File: config.mk
export PLATFORM = sky130hd
export DESIGN_NAME = stopwatch_core
export DESIGN_NICKNAME = d
export VERILOG_FILES = /design/src/rtl/stopwatch_pkg.sv /design/src/rtl/stopwatch_core_btn_debounce.sv /design/src/rtl/stopwatch_core.sv
export SDC_FILE = /design/constraint.sdc
export NUM_CORES = 1
export LEC_CHECK = 0
export CAP_MARGIN = 20
export CORE_MARGIN = 2
export CORE_UTILIZATION = 50
export CTS_BUF_LIST = sky130_fd_sc_hd__clkbuf_8
export DETAILED_ROUTE_END_ITERATION = 6
export HOLD_SLACK_MARGIN = 0.06
export PLACE_DENSITY_LB_ADDON = 0.12
export SYNTH_ARGS = -nofsm -noshare
export SYNTH_HDL_FRONTEND = slang
export SYNTH_SLANG_ARGS = --single-unit
export TNS_END_PERCENT = 1
File: constraint.sdc
create_clock -name clk -period 3.2 [get_ports clk]
set_input_delay 0.32 -clock clk [delete_from_list [all_inputs] [get_ports clk]]
set_output_delay 0.32 -clock clk [all_outputs]
set_load 0.05 [all_outputs]
File: src/rtl/stopwatch_pkg.sv
// Shared definitions for the stopwatch time-keeping stage: FSM state
// encodings, BCD digit limits, parameter defaults and a BCD digit helper.
package stopwatch_pkg;

  localparam logic [1:0] ST_IDLE   = 2'd0;
  localparam logic [1:0] ST_RUN    = 2'd1;
  localparam logic [1:0] ST_PAUSE  = 2'd2;
  localparam logic [1:0] ST_ADJUST = 2'd3;

  localparam logic [3:0] BCD_ONES_MAX = 4'd9;
  localparam logic [3:0] BCD_TENS_MAX = 4'd5;

  localparam int DEB_SAMPLES_DEF = 4;
  localparam int MIN_MAX_DEF     = 99;

  typedef struct packed {
    logic [3:0] min_tens;
    logic [3:0] min_ones;
    logic [3:0] sec_tens;
    logic [3:0] sec_ones;
  } mmss_t;

  // Next value of a single BCD digit that rolls over to 0 past lim.
  function automatic logic [3:0] bcd_next(input logic [3:0] d, input logic [3:0] lim);
    return (d >= lim) ? 4'd0 : d + 4'd1;
  endfunction

endpackage

File: src/rtl/stopwatch_core_btn_debounce.sv
// Raw input conditioner: 2-flop synchroniser, sample counter driven by the
// debounce strobe, accepted level and a one-cycle rising-edge pulse.
module btn_debounce
  import stopwatch_pkg::*;
#(
  parameter int DEB_SAMPLES = DEB_SAMPLES_DEF
) (
  input  logic clk,
  input  logic rst,
  input  logic tick_deb,
  input  logic raw,
  output logic level,
  output logic rise
);

  localparam logic [3:0] CNT_LAST = 4'(DEB_SAMPLES - 1);

  logic       sync0_q, sync0_d;
  logic       sync1_q, sync1_d;
  logic [3:0] cnt_q, cnt_d;
  logic       level_q, level_d;
  logic       level_dly_q, level_dly_d;

  // Synchronise, then count consecutive differing samples until acceptance.
  always_comb begin
    sync0_d     = raw;
    sync1_d     = sync0_q;
    level_dly_d = level_q;
    cnt_d       = cnt_q;
    level_d     = level_q;
    if (tick_deb) begin
      if (sync1_q != level_q) begin
        if (cnt_q == CNT_LAST) begin
          level_d = ~level_q;
          cnt_d   = 4'd0;
        end else begin
          cnt_d = cnt_q + 4'd1;
        end
      end else begin
        cnt_d = 4'd0;
      end
    end
  end

  // State registers.
  always_ff @(posedge clk or posedge rst) begin
    if (rst) begin
      sync0_q     <= 1'b0;
      sync1_q     <= 1'b0;
      cnt_q       <= 4'd0;
      level_q     <= 1'b0;
      level_dly_q <= 1'b0;
    end else begin
      sync0_q     <= sync0_d;
      sync1_q     <= sync1_d;
      cnt_q       <= cnt_d;
      level_q     <= level_d;
      level_dly_q <= level_dly_d;
    end
  end

  assign level = level_q;
  // High during the first cycle the accepted level reads 1.
  assign rise  = level_q & ~level_dly_q;

endmodule

File: src/rtl/stopwatch_core.sv
// Stopwatch core: debounced controls, run/pause/clear/adjust FSM and a BCD
// MM:SS counter feeding the seven-segment mux.
// Optional build macro LAP_HOLD_EN adds btn_lap and a display freeze.
//
// state     | meaning
// ----------+---------------------------------------------------
// ST_IDLE   | cleared, waiting for pause press or adjust switch
// ST_RUN    | counting one second per tick_1hz
// ST_PAUSE  | count held, may resume or enter adjust
// ST_ADJUST | selected field steps on tick_2hz, field blinks
module stopwatch_core
  import stopwatch_pkg::*;
#(
  parameter int DEB_SAMPLES = DEB_SAMPLES_DEF,
  parameter int MIN_MAX     = MIN_MAX_DEF
) (
  input  logic       clk,
  input  logic       rst,
  input  logic       tick_1hz,
  input  logic       tick_2hz,
  input  logic       tick_deb,
  input  logic       blink,
  input  logic       btn_pause,
  input  logic       btn_clear,
  input  logic       sw_adj,
  input  logic       sw_sel,
`ifdef LAP_HOLD_EN
  input  logic       btn_lap,
`endif
  output logic [3:0] min_tens,
  output logic [3:0] min_ones,
  output logic [3:0] sec_tens,
  output logic [3:0] sec_ones,
  output logic [3:0] blank,
  output logic       running,
  output logic       wrap
);

  localparam logic [3:0] MIN_T_MAX = 4'(MIN_MAX / 10);
  localparam logic [3:0] MIN_O_MAX = 4'(MIN_MAX % 10);

  logic pause_p, clear_p, adj_lvl, sel_lvl;
  logic pause_lvl, clear_lvl, adj_rise, sel_rise;

  btn_debounce #(.DEB_SAMPLES(DEB_SAMPLES)) u_deb_pause (
    .clk(clk), .rst(rst), .tick_deb(tick_deb), .raw(btn_pause),
    .level(pause_lvl), .rise(pause_p));

  btn_debounce #(.DEB_SAMPLES(DEB_SAMPLES)) u_deb_clear (
    .clk(clk), .rst(rst), .tick_deb(tick_deb), .raw(btn_clear),
    .level(clear_lvl), .rise(clear_p));

  btn_debounce #(.DEB_SAMPLES(DEB_SAMPLES)) u_deb_adj (
    .clk(clk), .rst(rst), .tick_deb(tick_deb), .raw(sw_adj),
    .level(adj_lvl), .rise(adj_rise));

  btn_debounce #(.DEB_SAMPLES(DEB_SAMPLES)) u_deb_sel (
    .clk(clk), .rst(rst), .tick_deb(tick_deb), .raw(sw_sel),
    .level(sel_lvl), .rise(sel_rise));

  logic [1:0] state_q, state_d;
  mmss_t      live_q, live_d;
  logic       wrap_q, wrap_d;
  logic [3:0] blank_q, blank_d;
  mmss_t      disp;

  logic       sec_at_max, min_at_max;
  logic [3:0] sec_t_nx, sec_o_nx, min_t_nx, min_o_nx;

`ifdef LAP_HOLD_EN
  logic  lap_p, lap_lvl;
  logic  hold_q, hold_d;
  mmss_t held_q, held_d;

  btn_debounce #(.DEB_SAMPLES(DEB_SAMPLES)) u_deb_lap (
    .clk(clk), .rst(rst), .tick_deb(tick_deb), .raw(btn_lap),
    .level(lap_lvl), .rise(lap_p));

  logic unused_ok;
  assign unused_ok = &{1'b0, pause_lvl, clear_lvl, adj_rise, sel_rise, lap_lvl};
`else
  logic unused_ok;
  assign unused_ok = &{1'b0, pause_lvl, clear_lvl, adj_rise, sel_rise};
`endif

  // FSM state register.
  always_ff @(posedge clk or posedge rst) begin
    if (rst) state_q <= ST_IDLE;
    else     state_q <= state_d;
  end

  // FSM next state; clear overrides every other request.
  always_comb begin
    state_d = state_q;
    if (clear_p) begin
      state_d = ST_IDLE;
    end else begin
      unique case (state_q)
        ST_IDLE: begin
          if (pause_p)      state_d = ST_RUN;
          else if (adj_lvl) state_d = ST_ADJUST;
        end
        ST_RUN: begin
          if (pause_p) state_d = ST_PAUSE;
        end
        ST_PAUSE: begin
          if (pause_p)      state_d = ST_RUN;
          else if (adj_lvl) state_d = ST_ADJUST;
        end
        ST_ADJUST: begin
          if (!adj_lvl) state_d = ST_PAUSE;
        end
        default: state_d = ST_IDLE;
      endcase
    end
  end

  // FSM outputs.
  always_comb begin
    running  = (state_q == ST_RUN);
    wrap     = wrap_q;
    blank    = blank_q;
    min_tens = disp.min_tens;
    min_ones = disp.min_ones;
    sec_tens = disp.sec_tens;
    sec_ones = disp.sec_ones;
  end

  // Field increments shared by counting and adjusting; seconds roll 59->00,
  // minutes roll MIN_MAX->00.
  always_comb begin
    sec_at_max = (live_q.sec_tens == BCD_TENS_MAX) && (live_q.sec_ones == BCD_ONES_MAX);
    min_at_max = (live_q.min_tens == MIN_T_MAX) && (live_q.min_ones == MIN_O_MAX);
    sec_o_nx   = bcd_next(live_q.sec_ones, BCD_ONES_MAX);
    sec_t_nx   = (live_q.sec_ones == BCD_ONES_MAX) ?
                 bcd_next(live_q.sec_tens, BCD_TENS_MAX) : live_q.sec_tens;
    if (min_at_max) begin
      min_t_nx = 4'd0;
      min_o_nx = 4'd0;
    end else if (live_q.min_ones == BCD_ONES_MAX) begin
      min_t_nx = live_q.min_tens + 4'd1;
      min_o_nx = 4'd0;
    end else begin
      min_t_nx = live_q.min_tens;
      min_o_nx = live_q.min_ones + 4'd1;
    end
  end

  // Live count update, wrap pulse and blink mask.
  always_comb begin
    live_d = live_q;
    wrap_d = 1'b0;
    if (clear_p) begin
      live_d = '0;
    end else if ((state_q == ST_RUN) && tick_1hz) begin
      live_d.sec_ones = sec_o_nx;
      live_d.sec_tens = sec_t_nx;
      if (sec_at_max) begin
        live_d.min_tens = min_t_nx;
        live_d.min_ones = min_o_nx;
        wrap_d          = min_at_max;
      end
    end else if ((state_q == ST_ADJUST) && tick_2hz) begin
      if (sel_lvl) begin
        live_d.min_tens = min_t_nx;
        live_d.min_ones = min_o_nx;
      end else begin
        live_d.sec_ones = sec_o_nx;
        live_d.sec_tens = sec_t_nx;
      end
    end
    // Computed from the next state so the mask lines up with state_q.
    blank_d = 4'b0000;
    if ((state_d == ST_ADJUST) && !blink)
      blank_d = sel_lvl ? 4'b1100 : 4'b0011;
  end

  // Datapath registers.
  always_ff @(posedge clk or posedge rst) begin
    if (rst) begin
      live_q  <= '0;
      wrap_q  <= 1'b0;
      blank_q <= 4'b0000;
    end else begin
      live_q  <= live_d;
      wrap_q  <= wrap_d;
      blank_q <= blank_d;
    end
  end

`ifdef LAP_HOLD_EN
  // Lap freeze: toggled by lap presses in RUN, dropped on clear or leaving RUN.
  always_comb begin
    hold_d = hold_q;
    held_d = held_q;
    if (clear_p || (state_d != ST_RUN)) begin
      hold_d = 1'b0;
    end else if (lap_p && (state_q == ST_RUN)) begin
      hold_d = ~hold_q;
      if (!hold_q) held_d = live_q;
    end
  end

  // Lap freeze registers.
  always_ff @(posedge clk or posedge rst) begin
    if (rst) begin
      hold_q <= 1'b0;
      held_q <= '0;
    end else begin
      hold_q <= hold_d;
      held_q <= held_d;
    end
  end

  assign disp = hold_q ? held_q : live_q;
`else
  assign disp = live_q;
`endif

endmodule

# Word level (Yosys, flattened, before mapping)
# Cells that the tools add are included.
# word_totals
output_inout_bits	22
ff_bits	53
word_cells	109
inputBits	10
# classes
bitwise	8
order_cmp	2
n_eq_ne	18
n_reduce_logical	16
muxes	32
n_addsub	8
# ops
op	count
$mux 4	17
$mux 16	3
$add 4x1->4 const B	8
$mux 8	3
$eq 4x2->1 const B	4
$reduce_and 3->1	5
$eq 4x4->1 const B	3
$mux 2	5
$eq 2x2->1 const B	3
$ne 3x3->1 const B	2
$not 1->1	6
$pmux 2 s3	1
$reduce_bool 3->1	2
$logic_and 1x1->1	5
$eq 4x3->1 const B	1
$ge 4x3->1 const B	1
$ge 4x4->1 const B	1
$ne 1x1->1	4
$mux 1	3
$and 1x1->1	2
$eq 2x1->1 const B	1
$logic_not 2->1	1
$reduce_and 2->1	1
$reduce_or 2->1	1
$logic_not 1->1	1

# Longest topological paths before layout
# Gate-level depths: netlist of run 1.
# logic_depth
word_depth	8
ltp_mapped	7
mapped_depth_nobuf	6

# Cells and area by module
# From an unflattened synthesis of run 1, not the netlist that was laid out.
# unflattened
cells_unflattened	245
hier_area_um2	2765.2
# modules_own_cells
mod	area_per_inst_um2	instances	cells_each	seq_area_each_um2
btn_debounce	359.1	4	27	200.2
stopwatch_core	1328.8	1	137	525.5

# Least setup slack after synthesis of run 1
# OpenSTA, ideal clock, no wires.
# synth_timing
path_type	register to register
from	register live_q (netlist bit sec_ones[0])
to	register live_q (netlist bit min_tens[0])
path_slack_ns	0.967
setup_time_ns	0.078
path_stages_with_launch	6
required_ns	3.122
synth_period_minus_slack_ns	2.233
t_arrival_ns	2.155
path_buffers	0
cell_sequence	dfrtp_1 -> ha_1 -> nand3b_1 -> or4_4 -> a2111o_1 -> a21oi_1
# synth_via
elab_chain_cells	4
# synth_rtl
element	line_no	source
start, declared	stopwatch_core.sv:62	mmss_t live_q, live_d;
start signal, assigned	stopwatch_core.sv:185	live_q <= live_d;
$eq 4x4->1	stopwatch_core.sv:132	sec_at_max = (live_q.sec_tens == BCD_TENS_MAX) && (live_q.sec_ones == BCD_ONES_MAX);
$logic_and 1x1->1	stopwatch_core.sv:132	
$ne 3x3->1 (no line)	n/a	
$reduce_and 3->1 (no line)	n/a	
# Every way passes these cells.
# A chain may end at the register's enable or synchronous reset.

# Final worst setup path of run 1
# layout_timing
from	register state_q[1]
to	output port running
# layout_via
elab_chain_cells	1
# layout_rtl
element	line_no	source
start, declared	stopwatch_core.sv:61	logic [1:0] state_q, state_d;
start signal, assigned	stopwatch_core.sv:89	else state_q <= state_d;
$eq 2x1->1	stopwatch_core.sv:120	running = (state_q == ST_RUN);
end, declared	stopwatch_core.sv:35	output logic running,
# Every way passes these cells.

==> impl_metrics.py, run 1 <==
metrics = {
    "status": {
        "outcome": "completed",
    },
    "worst_hold_path": {
        "hp-class": "in -> async",
    },
    "finish": {
        "fin_util": 0.613,
        "register_area_sq_um": 1280,
        "area_growth_pct": 18.8,
        "final_cell_mix": "dfrtp_1 (51), clkdlybuf4s50_1 (31), inv_1 (23)",
        "multi_input_area_sq_um": 1210,
        "diodes": 0,
        "finalInstanceArea_sq_um": 3110,
        "n_fill_cell": 445,
        "nNetsFinal": 305,
        "final_common_cell": "dfrtp_1",
        "drive_gt1_frac": 0.0745,
    },
    "power_and_ir_drop": {
        "power-per-cell-area_nw_per_um2": 756,
        "switching_share": 0.413,
        "power_frac_comb": 0.416,
        "p_switching_mw": 0.973,
        "leakagePower_nw": 1.40,
        "max-vdd-ir-drop_mv": 0.487,
        "clockPowerShare": 0.171,
        "sequentialPowerShare": 0.413,
        "power.internal_mw": 1.38,
    },
    "drt": {
        "first_iter_violations": 121,
        "drc_errors": 0,
        "vias": 1891,
        "avgRoutedWirePerCell_um": 13.6,
        "ant_nets": 0,
        "vias_per_cell": 5.37,
        "first_pass_iters": 4,
        "totalWireLength_mm": 4.80,
    },
    "clocking": {
        "clk_pin_slew_ns": 0.10,
        "cts_tree": "done",
        "clock_sinks": 51,
        "clockBufferDepth": 2,
        "post_cts_resized": 0,
        "cts_setup_buffers": 0,
        "ctsHoldBuffers": 0,
        "clock_latency_ns": 0.30,
        "htreeDepth": 2,
        "root_buffer": "clkbuf_8",
        "cts_made_buffers": 5,
    },
    "sta": {
        "drv_slew": 0,
        "fmax_mhz": 439,
        "fin_crit_ns": 2.28,
        "tns_ns": 0,
        "worstMarginPinSlew_ns": 0.715,
        "finalCritPeriodShare": 0.712,
        "setup_violations": 0,
        "holdWs_ns": 0.305,
        "hold_viol": 0,
        "maxSlewHeadroom": 0.519,
        "finClkSkew_ns": 0.0119,
        "rsz0062_at_grt": "no",
    },
    "yosys": {
        "ys_seq_area_frac": 0.487,
        "syn-num-nets": 274,
        "yosysWarnings": 0,
        "yosysUniqueCellTypes": 49,
        "synth_ff_type": "dfrtp_1",
        "synthesis.area_sq_um": 2620,
        "async_flop_share": 1.00,
        "synth_edf_count": 0,
        "post_synth.cell_area_avg_sq_um": 10.5,
        "syn_inst": 250,
        "ys_ff_latch": 51,
    },
    "global_route": {
        "grt_start_max_net_pins": 52,
        "grt_pass1_vias": 1830,
        "antenna_found_initial": 0,
        "grt_use_total": 0.177,
        "grt_pass1_wl_mm": 8.42,
        "globalRouteOverflowTotal": 0,
    },
    "place": {
        "dpl.hpwl_mm": 3.39,
        "io_buffers": 31,
        "place_area_sq_um": 2990,
        "gp_congestion": 0.776,
    },
    "critical_path": {
        "cp.required_ns": 2.88,
        "crit_arrival_ns": 1.96,
        "r2r_end": "min_tens[3]$_DFFE_PP0P_",
        "path_cells": "nand2b_1 -> inv_1 -> clkdlybuf4s50_1",
        "critical_path_class": "reg -> out",
        "path_max_fanout": 6,
        "ff2ff_setup_slack_ns": 1.07,
        "worstSetupEndpoint": "running",
        "cp-end-kind": "primary output",
        "slowest_stage": "clkdlybuf4s50_1",
        "cp-start-kind": "register",
        "r2r_start": "sec_ones[1]$_DFFE_PP0P_",
        "ff2ff_path_depth": 6,
        "startpoint": "state_q[1]$_DFF_PP0_",
        "worst_path_largest_cell_delay_ns": 0.83,
    },
    "die": {
        "io_pins": 32,
        "die_x_um": 76.4,
        "die_h_um": 76.4,
        "row_count": 26,
        "core-area_sq_um": 5070,
        "floorplan.initialDensity": 0.517,
        "die_area_sq_um": 5840,
    },
    "job": {
        "cap_viol_max_count": 0,
    },
}
==> kinds of logic (layout without fill, tap and decap cells) <==
| kind of cell | Yosys count | count (layout) | synth area share |
|---|---|---|---|
| simple gates | 76 | 76 | 0.172 |
| compound gates | 55 | 55 | 0.148 |
| flops | 51 | 51 | 0.487 |
| buf+inv | 34 | 66 | 0.0516 |
| fa+ha+maj | 14 | 14 | 0.0668 |
| mux | 14 | 14 | 0.0554 |
| xor+xnor | 6 | 6 | 0.0200 |
==> routing by layer <==
| metal | part of all wire | global-route usage |
|---|---|---|
| met4 | 0.0056 | 0.0473 |
| met5 | 0 | 0 |
| met2 | 0.45 | 0.285 |
| met3 | 0.029 | 0.0379 |
| met1 | 0.52 | 0.243 |
==> critical path, delay by kind of cell, from the launching register on <==
kind / cells / cell delay, ns
buffers and inverters: 2 / 1.00
flip-flops: 1 / 0.44
AND/OR/NAND/NOR: 1 / 0.21
==> Yosys cell counts, drive strengths merged, types with 5 or more instances <==
master / number / area share
a21o: 5 / 0.014
a21oi: 8 / 0.015
and3: 5 / 0.012
clkbuf: 8 / 0.011
dfrtp: 51 / 0.49
ha: 14 / 0.067
inv: 24 / 0.034
mux2i: 10 / 0.038
nand2: 16 / 0.023
nand3: 9 / 0.017
nor2b: 6 / 0.014
nor4: 6 / 0.017
o21ai: 14 / 0.027
==> through the flow <==
step / cells / setup WS, ns / power [mW]
after detailed placement: 343 / 1.05 / 1.97
after global placement: 343 / 1.20 / 1.95
after floorplan: 250 / 0.967 / 1.69
final: 352 / 0.923 / 2.35
after CTS: 351 / 0.896 / 2.38
after global routing: 352 / 0.823 / 2.52
==> state kept, by name, indices dropped and copies added (netlist names), 2 cells and up <==
| signal | flops |
|---|---|
| sec_ones | 4 |
| sec_tens | 4 |
| u_deb_adj.cnt_q | 4 |
| min_ones | 4 |
| u_deb_clear.cnt_q | 4 |
| u_deb_pause.cnt_q | 4 |
| state_q | 2 |
| min_tens | 4 |
| blank | 2 |
| u_deb_sel.cnt_q | 4 |
==> worst min-delay path by stage <==
stage / from / end / slack, ns
floorplan: u_deb_adj.sync0_q$_DFF_PP0_ / u_deb_adj.sync1_q$_DFF_PP0_ / 0.33
global placement: u_deb_adj.sync0_q$_DFF_PP0_ / u_deb_adj.sync1_q$_DFF_PP0_ / 0.33
detailed placement: u_deb_clear.sync0_q$_DFF_PP0_ / u_deb_clear.sync1_q$_DFF_PP0_ / 0.34
CTS: u_deb_adj.sync0_q$_DFF_PP0_ / u_deb_adj.sync1_q$_DFF_PP0_ / 0.36
global route: rst / sec_ones[2]$_DFFE_PP0P_ / 0.35
finish: rst / sec_ones[2]$_DFFE_PP0P_ / 0.30
==> power groups by stage <==
stage / clock (mW) / sequential [mW] / combinational, mW
after global placement: 0 / 0.979 / 0.968
after CTS: 0.417 / 0.973 / 0.986
after global routing: 0.442 / 0.999 / 1.08
after floorplan: 0 / 1.11 / 0.571
after detailed placement: 0 / 0.986 / 0.981
final: 0.402 / 0.972 / 0.980
==> area by class of cell <==
cell class	instances	share of cell area
well taps	70	0.0281
multi-input cells	165	0.389
inverters	24	0.0289
repair buffers	34	0.111
clock buffers	7	0.0309
flip-flops and latches	51	0.410
clock inverters	1	0.00241
No activity file was read; power rests on OpenSTA's default activity.
==> inputs of run 2 (changes only) <==
Clock period 3.2 ns to 2.3 ns, I/O delays scaled along.
==> run 2 against run 1 <==
- worst hold slack lost 0.0072 ns
- largest cell class unchanged
- critical path depth is the same
- sequential power up 39%
- global-route usage up 0.22 points
- sequential cell count is the same
- die area did not move
- count of clock-buffer cells in the layout is 2 lower
- final cell count down 0.28%
- critical path type unchanged
==> impl_metrics.py, run 2 (synthesized netlist as in run 1, its figures left out) <==
metrics = {
    "place": {
        "place_area_sq_um": 3020,
        "io_buffers": 31,
        "placedCellCount": 345,
        "dpl.hpwl_mm": 3.42,
        "gp_congestion": 0.796,
    },
    "finish": {
        "area_growth_pct": 17.9,
        "n_fill_cell": 459,
        "final_cell_mix": "dfrtp_1 (51), clkdlybuf4s50_1 (31), inv_1 (24)",
        "finalInstanceArea_sq_um": 3090,
        "drive_gt1_frac": 0.0676,
        "diodes": 0,
        "instances_no_fill": 351,
        "fin_util": 0.609,
        "nNetsFinal": 306,
        "final_common_cell": "dfrtp_1",
    },
    "die": {
        "row_count": 26,
        "core-area_sq_um": 5070,
        "io_pins": 32,
        "die_area_sq_um": 5840,
        "die_x_um": 76.4,
        "floorplan.initialDensity": 0.517,
        "die_h_um": 76.4,
    },
    "worst_hold_path": {
        "hp-class": "in -> async",
    },
    "sta": {
        "fmax_mhz": 464,
        "drv_slew": 0,
        "finalCritPeriodShare": 0.936,
        "setup_violations": 0,
        "tns_ns": 0,
        "finClkSkew_ns": 0.00391,
        "maxSlewHeadroom": 0.579,
        "worstMarginPinSlew_ns": 0.628,
        "rsz0062_at_grt": "no",
        "hold_viol": 0,
        "fin_crit_ns": 2.15,
    },
    "drt": {
        "vias": 1911,
        "first_iter_violations": 89,
        "avgRoutedWirePerCell_um": 13.7,
        "totalWireLength_mm": 4.81,
        "ant_nets": 0,
        "vias_per_cell": 5.44,
        "first_pass_iters": 4,
        "drc_errors": 0,
    },
    "global_route": {
        "antenna_found_initial": 0,
        "globalRouteOverflowTotal": 0,
        "grt_pass1_vias": 1812,
        "grt_pass1_wl_mm": 8.60,
        "grt_start_max_net_pins": 52,
        "grt_use_total": 0.179,
    },
    "critical_path": {
        "path_max_fanout": 6,
        "cp.required_ns": 2.07,
        "crit_arrival_ns": 1.92,
        "critical_path_class": "reg -> out",
        "ff2ff_setup_slack_ns": 0.23,
        "cp-end-kind": "primary output",
        "cp-start-kind": "register",
    },
    "power_and_ir_drop": {
        "clockPowerShare": 0.144,
        "max-vdd-ir-drop_mv": 0.770,
        "switching_share": 0.418,
        "sequentialPowerShare": 0.426,
        "power_mw": 3.17,
        "power.internal_mw": 1.85,
        "p_switching_mw": 1.32,
        "leakagePower_nw": 1.40,
        "power_frac_comb": 0.430,
        "power-per-cell-area_nw_per_um2": 1030,
    },
    "clocking": {
        "clk_pin_slew_ns": 0.08,
        "clock_latency_ns": 0.29,
        "clock_sinks": 51,
        "cts_made_buffers": 5,
        "htreeDepth": 2,
        "clockBufferDepth": 2,
        "post_cts_resized": 0,
        "root_buffer": "clkbuf_8",
        "cts_setup_buffers": 0,
        "cts_tree": "done",
        "ctsHoldBuffers": 0,
    },
    "job": {
        "cap_viol_max_count": 0,
    },
    "status": {
        "outcome": "completed",
    },
}
## run 2: path summary, 6_finish.rpt
kind	startpoint	to	cells past startpoint
worst max-delay path	state_q[1]$_DFF_PP0_	running	3
worst min-delay path	rst	u_deb_clear.level_dly_q$_DFF_PP0_	3
worst max register to register	sec_ones[1]$_DFFE_PP0P_	min_tens[0]$_DFFE_PP0P_	6
worst min register to register	u_deb_clear.sync0_q$_DFF_PP0_	u_deb_clear.sync1_q$_DFF_PP0_	0
max in group asynchronous	rst	u_deb_sel.sync0_q$_DFF_PP0_	3
min in group clk	u_deb_clear.sync0_q$_DFF_PP0_	u_deb_clear.sync1_q$_DFF_PP0_	0
## run 2: routing by layer
layer / vias to the layer above / track usage / routed length (um)
met1: 911 / 0.274 / 2480
met4: 0 / 0.0473 / 27
met2: 31 / 0.262 / 2150
met3: 2 / 0.0320 / 161
li1: 967 / - / -
met5: - / 0 / 0
## run 2: per-stage QoR
step,worst slack [ns],hold slack [ns]
5_1_grt,0.0554,0.327
2_1_floorplan,0.0671,0.261
3_5_place_dp,0.257,0.338
3_3_place_gp,0.296,0.333
6_report,0.147,0.298
4_1_cts,0.124,0.302
## run 2: power groups by stage
stage	registers, mW	clock network (mW)	logic, mW
after floorplan	1.55	0	0.795
after global placement	1.36	0	1.35
after detailed placement	1.37	0	1.37
after CTS	1.35	0.480	1.37
after global routing	1.41	0.510	1.50
final	1.35	0.457	1.36
## run 2: worst max-delay path, stage by stage, from the launching register on
cell	delay, ns
dfrtp_1	0.43
nand2b_1	0.21
inv_1	0.17
clkdlybuf4s50_1	0.83
## run 2: layout make-up
cell class / instances / area, sq um / area share
well taps: 70 / 87.6 / 0.0284
multi-input cells: 165 / 1210 / 0.392
flip-flops and latches: 51 / 1280 / 0.413
clock inverters: 1 / 3.75 / 0.00122
repair buffers: 35 / 353 / 0.114
clock buffers: 5 / 68.8 / 0.0223
inverters: 24 / 90.1 / 0.0292
==> inputs of run 3 (changes only) <==
Settings changed: DONT_BUFFER_PORTS set to 1.
==> run 3 against run 2 <==
- fmax increased by 4.6%
- via count increased by 0.26%
- wire length increased by 0.64%
- worst setup slack improved by 0.096 ns
- sequential cell count unchanged
- final cell count decreased by 2.3%
- count of clock-buffer cells in the layout increased by 2
- global-route usage increased by 0.34 points
- clock power increased by 23%
- non-clock buffer count decreased by 10
- combinational power decreased by 4%
- largest cell class unchanged
- largest power group is now registers
==> impl_metrics.py, run 3 (synthesized netlist as in run 1, its figures left out) <==
metrics = {
    "drt": {
        "first_pass_iters": 4,
        "first_iter_violations": 82,
        "vias": 1916,
        "vias_per_cell": 5.59,
        "routed-wl-met3_um": 192,
        "avgRoutedWirePerCell_um": 14.1,
        "dr.max_layer_used": "met4",
        "drc_errors": 0,
        "ant_nets": 0,
        "wl_met1_mm": 2.40,
        "totalWireLength_mm": 4.84,
        "wl_met2_mm": 2.20,
    },
    "die": {
        "core-area_sq_um": 5070,
        "io_pins": 32,
        "floorplan.initialDensity": 0.517,
        "die_area_sq_um": 5840,
        "die_x_um": 76.4,
        "row_count": 26,
        "die_h_um": 76.4,
    },
    "power_and_ir_drop": {
        "power-per-cell-area_nw_per_um2": 1080,
        "power.internal_mw": 1.85,
        "sequentialPowerShare": 0.419,
        "power_frac_comb": 0.405,
        "leakagePower_nw": 1.40,
        "max-vdd-ir-drop_mv": 0.702,
        "p_switching_mw": 1.35,
        "switching_share": 0.421,
        "clockPowerShare": 0.176,
    },
    "finish": {
        "drive_gt1_frac": 0.136,
        "final_common_cell": "dfrtp_1",
        "area_growth_pct": 13.3,
        "finalInstanceArea_sq_um": 2970,
        "final_cell_mix": "dfrtp_1 (51), inv_1 (23), buf_4 (19)",
        "nNetsFinal": 296,
        "diodes": 0,
    },
    "clocking": {
        "cts_tree": "done",
        "root_buffer": "clkbuf_8",
        "htreeDepth": 2,
        "clock_latency_ns": 0.30,
        "clk_pin_slew_ns": 0.09,
        "post_cts_resized": 0,
        "cts_setup_buffers": 0,
        "ctsHoldBuffers": 6,
        "clockBufferDepth": 2,
        "cts_made_buffers": 5,
        "clock_sinks": 51,
    },
    "global_route": {
        "grt_use_total": 0.182,
        "grt_pass1_wl_mm": 8.63,
        "antenna_found_initial": 0,
        "grt_pass1_vias": 1901,
        "grt_start_max_net_pins": 28,
        "globalRouteOverflowTotal": 0,
    },
    "place": {
        "gp_congestion": 0.825,
        "dpl.hpwl_mm": 3.46,
        "place_area_sq_um": 2810,
        "io_buffers": 0,
    },
    "sta": {
        "maxSlewHeadroom": 0.419,
        "fin_crit_ns": 2.06,
        "setup_violations": 0,
        "holdWs_ns": 0.0757,
        "hold_viol": 0,
        "rsz0062_at_grt": "no",
        "fmax_mhz": 486,
        "tns_ns": 0,
        "finalCritPeriodShare": 0.894,
        "drv_slew": 0,
        "worstMarginPinSlew_ns": 0.872,
        "finClkSkew_ns": 0.00573,
    },
    "critical_path": {
        "critical_path_class": "reg -> reg",
        "r2r_start": "sec_ones[1]$_DFFE_PP0P_",
        "cp.required_ns": 2.54,
        "cp-end-kind": "register",
        "cp-start-kind": "register",
        "startpoint": "sec_ones[1]$_DFFE_PP0P_",
        "crit_arrival_ns": 2.29,
        "path_max_fanout": 4,
    },
    "worst_hold_path": {
        "hp-class": "in -> reg",
        "min_from": "tick_deb",
    },
    "job": {
        "cap_viol_max_count": 0,
    },
    "status": {
        "outcome": "completed",
    },
}
## run 3: cell types whose count changed in the layout (fill, tap and decap cells not counted), sizes merged
cell | before | now
buf | 4 | 19
clkdlybuf4s50 | 31 | 0
clkbuf | 5 | 7
inv | 25 | 24
clkinvlp | 0 | 1
dlygate4sd3 | 0 | 6
## run 3: path summary, 6_finish.rpt
| path | endpoint | cells past startpoint | slack, ns |
|---|---|---|---|
| min reg2reg | u_deb_pause.sync1_q$_DFF_PP0_ | 0 | 0.36 |
| min | u_deb_clear.cnt_q[1]$_DFFE_PP0P_ | 2 | 0.08 |
| max | min_tens[0]$_DFFE_PP0P_ | 6 | 0.24 |
| max in group asynchronous | u_deb_pause.level_dly_q$_DFF_PP0_ | 3 | 1.30 |
| max reg2reg | min_tens[0]$_DFFE_PP0P_ | 6 | 0.24 |
| min in group asynchronous | u_deb_adj.sync0_q$_DFF_PP0_ | 2 | 0.42 |
## run 3: stage by stage
stage	cells	worst slack, ns	util	total power, mW
2_1_floorplan	250	0.0671	-	2.34
3_3_place_gp	329	0.331	0.553	2.63
3_5_place_dp	329	0.275	0.553	2.65
4_1_cts	343	0.253	0.585	3.23
5_1_grt	343	0.146	0.585	3.45
6_report	343	0.243	0.585	3.20
## run 3: area by class of cell
cell class | count | area [sq um]
Sequential cell | 51 | 1280
Tap cell | 70 | 87.6
Inverter | 24 | 90.1
Timing Repair Buffer | 25 | 203
Multi-Input combinational cell | 165 | 1210
Clock buffer | 7 | 96.3
Fill cell | 420 | 2100
Clock inverter | 1 | 7.51
## run 3: worst max-delay path, cell delays in order, from the launching register on
cell and delay (ns):
dfrtp_1 0.39, inv_1 0.12, ha_1 0.20, nand3b_1 0.14, or4_4 0.58, a2111o_1 0.42
a21oi_1 0.14
## run 3: power groups by stage
stage	Sequential, mW	Clock (mW)	Combinational, mW
3_5_place_dp	1.36	0	1.29
2_1_floorplan	1.55	0	0.795
3_3_place_gp	1.35	0	1.27
5_1_grt	1.38	0.617	1.45
6_report	1.34	0.564	1.30
4_1_cts	1.35	0.581	1.30
## run 3: routing by layer
| layer | up-vias | global-route usage |
|---|---|---|
| li1 | 951 | - |
| met5 | - | 0 |
| met4 | 0 | 0.0655 |
| met2 | 36 | 0.293 |
| met3 | 6 | 0.0320 |
| met1 | 923 | 0.249 |
